## src/rtl/ntt_butterfly.sv

```systemverilog
// ntt_butterfly
//   Cooley-Tukey butterfly for the Dilithium forward NTT, modulus Q = 8380417.
//   For every issued pair it computes t = zeta*b mod Q, A' = (a + t) mod Q and
//   B' = (a - t) mod Q. The write-back addresses travel alongside the data, so
//   they leave the block aligned with their results.
//   The pipeline has four register stages and accepts one butterfly per cycle.
//   en_i stalls the whole pipeline, and clear_i flushes it. A butterfly counter
//   produces a pulse at the end of each NTT layer.
//
//   Latency: a pair presented with valid_i is captured by one rising edge. It
//   appears on valid_o after the fourth advancing edge, counting the capture
//   edge.
//
// Ports
//   clk_i, rst_i        clock (rising edge); asynchronous active-high reset
//   clear_i             synchronous flush of all valids and the counter; wins over en_i
//   en_i                pipeline advance; 0 freezes every stage
//   valid_i             addr_a_i/addr_b_i/a_i/b_i/zeta_i form a butterfly
//   a_i, b_i, zeta_i    coefficients and twiddle, each < Q
//   valid_o             output stage holds a result
//   wren_o              write strobe = valid_o & en_i & ~clear_i
//   addr_a_o, addr_b_o  write-back addresses for a_o / b_o
//   a_o, b_o            (a + zeta*b) mod Q, (a - zeta*b) mod Q
//   bf_cnt_o            butterflies written in the current layer
//   layer_done_o        pulse with the LAYER_BF-th wren_o of a layer
//   busy_o              any stage holds a valid butterfly
//
// The reduction network is specific to Q = 2^23 - 2^13 + 1 and W = 23.
// It uses the congruence 2^23 == 2^13 - 1 (mod Q).

module ntt_butterfly #(
  parameter int Q        = 8380417,
  parameter int W        = 23,
  parameter int AW       = 8,
  parameter int LAYER_BF = 128
) (
  input  logic          clk_i,
  input  logic          rst_i,
  input  logic          clear_i,
  input  logic          en_i,
  input  logic          valid_i,
  input  logic [AW-1:0] addr_a_i,
  input  logic [AW-1:0] addr_b_i,
  input  logic [W-1:0]  a_i,
  input  logic [W-1:0]  b_i,
  input  logic [W-1:0]  zeta_i,
  output logic          valid_o,
  output logic          wren_o,
  output logic [AW-1:0] addr_a_o,
  output logic [AW-1:0] addr_b_o,
  output logic [W-1:0]  a_o,
  output logic [W-1:0]  b_o,
  output logic [7:0]    bf_cnt_o,
  output logic          layer_done_o,
  output logic          busy_o
);

  localparam int PW = 2 * W;
  localparam logic [W:0] QX = (W+1)'(Q);
  localparam logic [7:0] CNT_LAST = 8'(LAYER_BF - 1);

  // ---------------------------------------------------------------------------
  // Stage registers
  // ---------------------------------------------------------------------------
  logic          v1, v2, v3;
  logic [W-1:0]  a1, a2, a3;
  logic [AW-1:0] aa1, aa2, aa3;
  logic [AW-1:0] ab1, ab2, ab3;
  logic [PW-1:0] p1;
  logic [36:0]   f2;
  logic [W-1:0]  t3;

  // ---------------------------------------------------------------------------
  // Combinational datapath
  // ---------------------------------------------------------------------------
  logic [PW-1:0] prod_c;
  logic [36:0]   fold1_c;
  logic [27:0]   fold2_c;
  logic [W:0]    fold3_c;
  logic [W-1:0]  t_c;
  logic [W:0]    sum_c;
  logic [W-1:0]  a_res_c;
  logic [W-1:0]  b_res_c;

  assign prod_c = PW'(zeta_i) * PW'(b_i);

  // First fold: p = ph*2^23 + pl, which is congruent to ph*2^13 - ph + pl.
  // This is never negative because ph*2^13 >= ph. The result is below
  // 2^36 + 2^23, so 37 bits hold it.
  assign fold1_c = {1'b0, p1[45:23], 13'b0} + {14'b0, p1[22:0]} - {14'b0, p1[45:23]};

  // Stage 3 folds twice more and then does one conditional subtract.
  //   Second fold: input < 2^37, so the high part is 14 bits and the result
  //                is < 2^27 + 2^23.
  //   Third fold:  the high part is 5 bits and the result is
  //                < 2^23 + 2^18 < 2Q.
  always_comb begin
    fold2_c = {1'b0, f2[36:23], 13'b0} + {5'b0, f2[22:0]} - {14'b0, f2[36:23]};
    fold3_c = {6'b0, fold2_c[27:23], 13'b0} + {1'b0, fold2_c[22:0]}
              - {19'b0, fold2_c[27:23]};
    if (fold3_c >= QX) t_c = W'(fold3_c - QX);
    else               t_c = fold3_c[W-1:0];
  end

  always_comb begin
    sum_c = {1'b0, a3} + {1'b0, t3};
    if (sum_c >= QX) a_res_c = W'(sum_c - QX);
    else             a_res_c = sum_c[W-1:0];
    if (a3 >= t3) b_res_c = a3 - t3;
    else          b_res_c = W'({1'b0, a3} + QX - {1'b0, t3});
  end

  // ---------------------------------------------------------------------------
  // Valid chain: clear_i kills every valid regardless of en_i
  // ---------------------------------------------------------------------------
  always_ff @(posedge clk_i or posedge rst_i) begin
    if (rst_i) begin
      v1      <= 1'b0;
      v2      <= 1'b0;
      v3      <= 1'b0;
      valid_o <= 1'b0;
    end else if (clear_i) begin
      v1      <= 1'b0;
      v2      <= 1'b0;
      v3      <= 1'b0;
      valid_o <= 1'b0;
    end else if (en_i) begin
      v1      <= valid_i;
      v2      <= v1;
      v3      <= v2;
      valid_o <= v3;
    end
  end

  // ---------------------------------------------------------------------------
  // Data and address registers. They are not flushed by clear_i, because
  // their contents only matter when the matching valid bit is set.
  // ---------------------------------------------------------------------------
  always_ff @(posedge clk_i or posedge rst_i) begin
    if (rst_i) begin
      a1       <= '0;
      aa1      <= '0;
      ab1      <= '0;
      p1       <= '0;
      a2       <= '0;
      aa2      <= '0;
      ab2      <= '0;
      f2       <= '0;
      a3       <= '0;
      aa3      <= '0;
      ab3      <= '0;
      t3       <= '0;
      a_o      <= '0;
      b_o      <= '0;
      addr_a_o <= '0;
      addr_b_o <= '0;
    end else if (en_i) begin
      a1       <= a_i;
      aa1      <= addr_a_i;
      ab1      <= addr_b_i;
      p1       <= prod_c;
      a2       <= a1;
      aa2      <= aa1;
      ab2      <= ab1;
      f2       <= fold1_c;
      a3       <= a2;
      aa3      <= aa2;
      ab3      <= ab2;
      t3       <= t_c;
      a_o      <= a_res_c;
      b_o      <= b_res_c;
      addr_a_o <= aa3;
      addr_b_o <= ab3;
    end
  end

  // ---------------------------------------------------------------------------
  // Write strobe, layer counter, status
  // ---------------------------------------------------------------------------
  assign wren_o       = valid_o & en_i & ~clear_i;
  assign layer_done_o = wren_o & (bf_cnt_o == CNT_LAST);
  assign busy_o       = v1 | v2 | v3 | valid_o;

  always_ff @(posedge clk_i or posedge rst_i) begin
    if (rst_i) begin
      bf_cnt_o <= 8'd0;
    end else if (clear_i) begin
      bf_cnt_o <= 8'd0;
    end else if (wren_o) begin
      if (layer_done_o) bf_cnt_o <= 8'd0;
      else              bf_cnt_o <= bf_cnt_o + 8'd1;
    end
  end

endmodule
```

## config.mk

```make
export PLATFORM = sky130hd
export DESIGN_NAME = ntt_butterfly
export DESIGN_NICKNAME = d
export VERILOG_FILES = /design/src/rtl/ntt_butterfly.sv
export SDC_FILE = /design/constraint.sdc
export NUM_CORES = 2
export LEC_CHECK = 0
export CAP_MARGIN = 30
export CORE_UTILIZATION = 60
export DETAILED_ROUTE_END_ITERATION = 8
export PLACE_DENSITY = 0.79
export SETUP_SLACK_MARGIN = 0.05
export SYNTH_ARGS = -nofsm -noshare
export SYNTH_HDL_FRONTEND = slang
export SYNTH_SLANG_ARGS = --single-unit
```

## constraint.sdc

```tcl
create_clock -name clk_i -period 18.8 [get_ports clk_i]
set_input_delay 1.88 -clock clk_i [delete_from_list [all_inputs] [get_ports clk_i]]
set_output_delay 1.88 -clock clk_i [all_outputs]
set_load 0.02 [all_outputs]
```

==> flow_metrics.env <==
export IMPL_hold_viol=0
export IMPL_worstHoldPathType="flop to flop"
export IMPL_ys_seq_area_share_pct=19.0
export IMPL_dr_first_iter_drc_count=2251
export IMPL_register_area_sq_mm=0.00743
export IMPL_grt_usage_pct=29.1
export IMPL_synth_area_leaders="fa_1 24%, dfrtp_1 19%, ha_1 12%"
export IMPL_skew_ns=0.0338
export IMPL_synth_net_count=5282
export IMPL_use_met3_pct=3.42
export IMPL_synth_edff_count=0
export IMPL_core_area_sq_mm=0.0645
export IMPL_final_setup_viol_count=0
export IMPL_crit_path_end_kind="flop"
export IMPL_diodes=0
export IMPL_cts_tree="built"
export IMPL_setup_tns_ns=0
export IMPL_die_w_um=257
export IMPL_dp_hpwl_um=73600
export IMPL_dieHeight_um=257
export IMPL_tightest_slew_ns=1.12
export IMPL_outcome="complete, no violations"
export IMPL_fin_crit_sh_pct=51.7
export IMPL_whs_ns=0.473
export IMPL_ctsHoldBuffers=0
export IMPL_grt_pass1_wl_um=156000
export IMPL_critPathLaunchType="primary input"
export IMPL_r2r_cells=25
export IMPL_cts_buffers=30
export IMPL_syn_inst=4349
export IMPL_setup_slack_ns=9.08
export IMPL_first_pass_iters=5
export IMPL_critPathArrivalTime_ns=10.16
export IMPL_placementRows=93
export IMPL_cts_root_buf="clkbuf_16"
export IMPL_clk_pin_slew_ns=0.07
export IMPL_ant_nets=0
export IMPL_ys_ff_latch=297
export IMPL_met2_usage_pct=46.5
export IMPL_multi_input_area_sq_mm=0.0281
export IMPL_slew_viol_final=0
export IMPL_grt_max_degree=209
export IMPL_fill_cells=5248
export IMPL_ctsHtreeMaxLevel=1
export IMPL_syn_area_sq_mm=0.0391
export IMPL_via_per_inst=5.82
export IMPL_cts_resized=0
export IMPL_rsz0062_at_grt="no"
export IMPL_critPathKind="primary input to flop"
export IMPL_grt_use_met1_pct=42.0
export IMPL_gp_congestion=0.935
export IMPL_die_area_sq_mm=0.0662
export IMPL_grt_pass1_vias=30400
export IMPL_slew_headroom_pct=24.8
export IMPL_post_route_min_period_ns=9.72
export IMPL_globalRouteOverflowTotal=0
export IMPL_max_clock_freq_mhz=103
export IMPL_totalWireLength_um=94800
export IMPL_drive_above_1_share_pct=6.23
export IMPL_clkLatencyLatePin_ns=0.61
export IMPL_port_buffers=163
export IMPL_synth_async_reset_ratio_pct=100
export IMPL_min_path_cells=2
export IMPL_path_max_fanout=23
export IMPL_pre_cts_slack_ns=8.63
export IMPL_start_util_pct=60.7
export IMPL_yosysTopAreaCellShare_pct=23.9
export IMPL_worstPathRequired_ns=19.23
export IMPL_post_drt_wl_per_cell_um=18.0
export IMPL_ys_flop_type="dfrtp_1"
export IMPL_maxCapViolations=0
export IMPL_vias=30700
export IMPL_syn2layout_area_growth_pct=8.77
export IMPL_cts_sinks=297
export IMPL_synth_warnings=0
export IMPL_drc=0
export IMPL_cts_buffer_depth=3
export IMPL_synth_area_per_cell_sq_um=8.99
export IMPL_ios=164
export IMPL_post_cts_buffers=0
export IMPL_ys_types=96
export IMPL_top_usage_layer="met2"
export IMPL_final_nets=5324
export IMPL_synth_largest_area_cell="fa_1"
export IMPL_antenna_found_initial=0
per-layer routing:
metal / wire (um) / share of wire (%)
met1: 41600 / 44
met4: 2810 / 3.0
met5: 0 / 0
met2: 43700 / 46
met3: 6700 / 7.1
cell usage in the layout, fill, tap and decap left out, types with 9 or more instances in the layout:
| cell | instances |
|---|---|
| inv_1 | 752 |
| nand2_1 | 495 |
| fa_1 | 466 |
| ha_1 | 377 |
| dfrtp_1 | 297 |
| and2_1 | 248 |
| nor2_1 | 185 |
| a21oi_1 | 173 |
| clkdlybuf4s50_1 | 162 |
| o21ai_0 | 144 |
| mux2_2 | 136 |
| xnor2_1 | 114 |
| a21o_1 | 76 |
| xor2_1 | 59 |
| a31oi_1 | 53 |
| o31ai_1 | 45 |
| nand3_1 | 44 |
| nor3_1 | 38 |
| and3_1 | 32 |
| clkbuf_16 | 31 |
| o211ai_1 | 27 |
| buf_4 | 27 |
| or3_1 | 26 |
| mux2i_1 | 26 |
| nand4_1 | 24 |
| a211oi_1 | 21 |
| o21bai_1 | 21 |
| nand2b_1 | 20 |
| nor2b_1 | 18 |
| or4_1 | 17 |
| o21a_1 | 17 |
| a211o_1 | 17 |
| nor4_1 | 14 |
| o2111ai_1 | 10 |
| o31a_1 | 10 |
| and4_1 | 10 |
| nand3b_1 | 9 |
| a2111oi_0 | 9 |
kinds of logic (layout without fill, tap and decap cells):
logic type / count (synthesis) / count (layout) / share of synthesized area, %
AND/OR/NAND/NOR: 1209 / 1209 / 15.1
adder cells (fa/ha/maj): 843 / 843 / 35.9
multiplexers: 162 / 162 / 4.58
XOR/XNOR: 175 / 175 / 4.00
AO/OA/AOI/OAI: 715 / 715 / 12.3
buffers and inverters: 948 / 1013 / 9.15
flip-flops: 297 / 297 / 19.0
area by class of cell:
cell class                      instances  share of cell area (%)
Multi-Input combinational cell       3104                    66.1
Sequential cell                       297                    17.5
Inverter                              760                    6.72
Timing Repair Buffer                  198                    4.77
Tap cell                              855                    2.51
Clock buffer                           37                    1.97
Clock inverter                         18                   0.459
path summary, 6_finish.rpt:
kind                            startpoint  slack (ns)  endpoint
worst max-delay path                b_i[2]        9.08    p1[42]
worst min-delay path                 a2[3]        0.47     a3[3]
worst max register to register       f2[1]       10.78     t3[7]
worst min register to register       a2[3]        0.47     a3[3]
max in group asynchronous            rst_i       16.03    p1[28]
min in group asynchronous            rst_i        1.75     a3[9]
worst max-delay path, cell delays in order:
cell             delay (ns)
clkdlybuf4s50_1        1.21
nand2_1                0.18
fa_1                   0.60
fa_1                   0.44
fa_1                   0.54
inv_1                  0.05
fa_1                   0.51
inv_1                  0.06
fa_1                   0.53
inv_1                  0.05
fa_1                   0.48
inv_1                  0.05
fa_1                   0.49
inv_1                  0.05
ha_1                   0.36
a2111oi_0              0.38
o21ai_0                0.16
a221oi_1               0.30
or2_2                  0.22
a31oi_1                0.19
o21ai_0                0.43
o21ai_0                0.34
a41oi_1                0.33
mux2i_1                0.21
o211ai_1               0.11
cell usage after synthesis, types with 8 or more instances:
library cell and number:
o21bai_1 21, o31a_1 10, nand2_1 495, inv_1 754, clkbuf_1 170, buf_1 8, a2111oi_0 9, or2_2 8
mux2i_1 26, nand2b_1 20, or4_1 17, nor2_1 185, nand4_1 24, and3_1 32, nand3b_1 9, or3_1 26
nor2b_1 18, and2_1 248, xor2_1 59, dfrtp_1 297, nor3_1 38, a21o_1 76, a31o_2 8, o21ai_0 144
nand3_1 44, a31oi_1 53, buf_2 8, fa_1 466, mux2_2 136, o21a_1 17, o211ai_1 27, o31ai_1 45
a211o_1 17, xnor2_1 114, and4_1 10, a21oi_1 173, ha_1 377, o2111ai_1 10, a211oi_1 21, nor4_1 14
registers in the layout, indices dropped and copies added (netlist names), 23 cells and up:
| signal | cells |
|---|---|
| a1 | 23 |
| b_o | 23 |
| a_o | 23 |
| p1 | 46 |
| t3 | 23 |
| f2 | 37 |
| a2 | 23 |
| a3 | 23 |
through the flow:
step	util [%]	instance area (sq um)	cells
6_report	66.0	42500	5269
5_1_grt	66.0	42500	5269
4_1_cts	65.7	42400	5263
3_5_place_dp	64.1	41300	5208
3_3_place_gp	64.1	41300	5207
2_1_floorplan	-	39100	4349
Power is left out: the tool's default activity adds up to more than one toggle a clock period on the data nets, which glitch-free logic cannot reach.
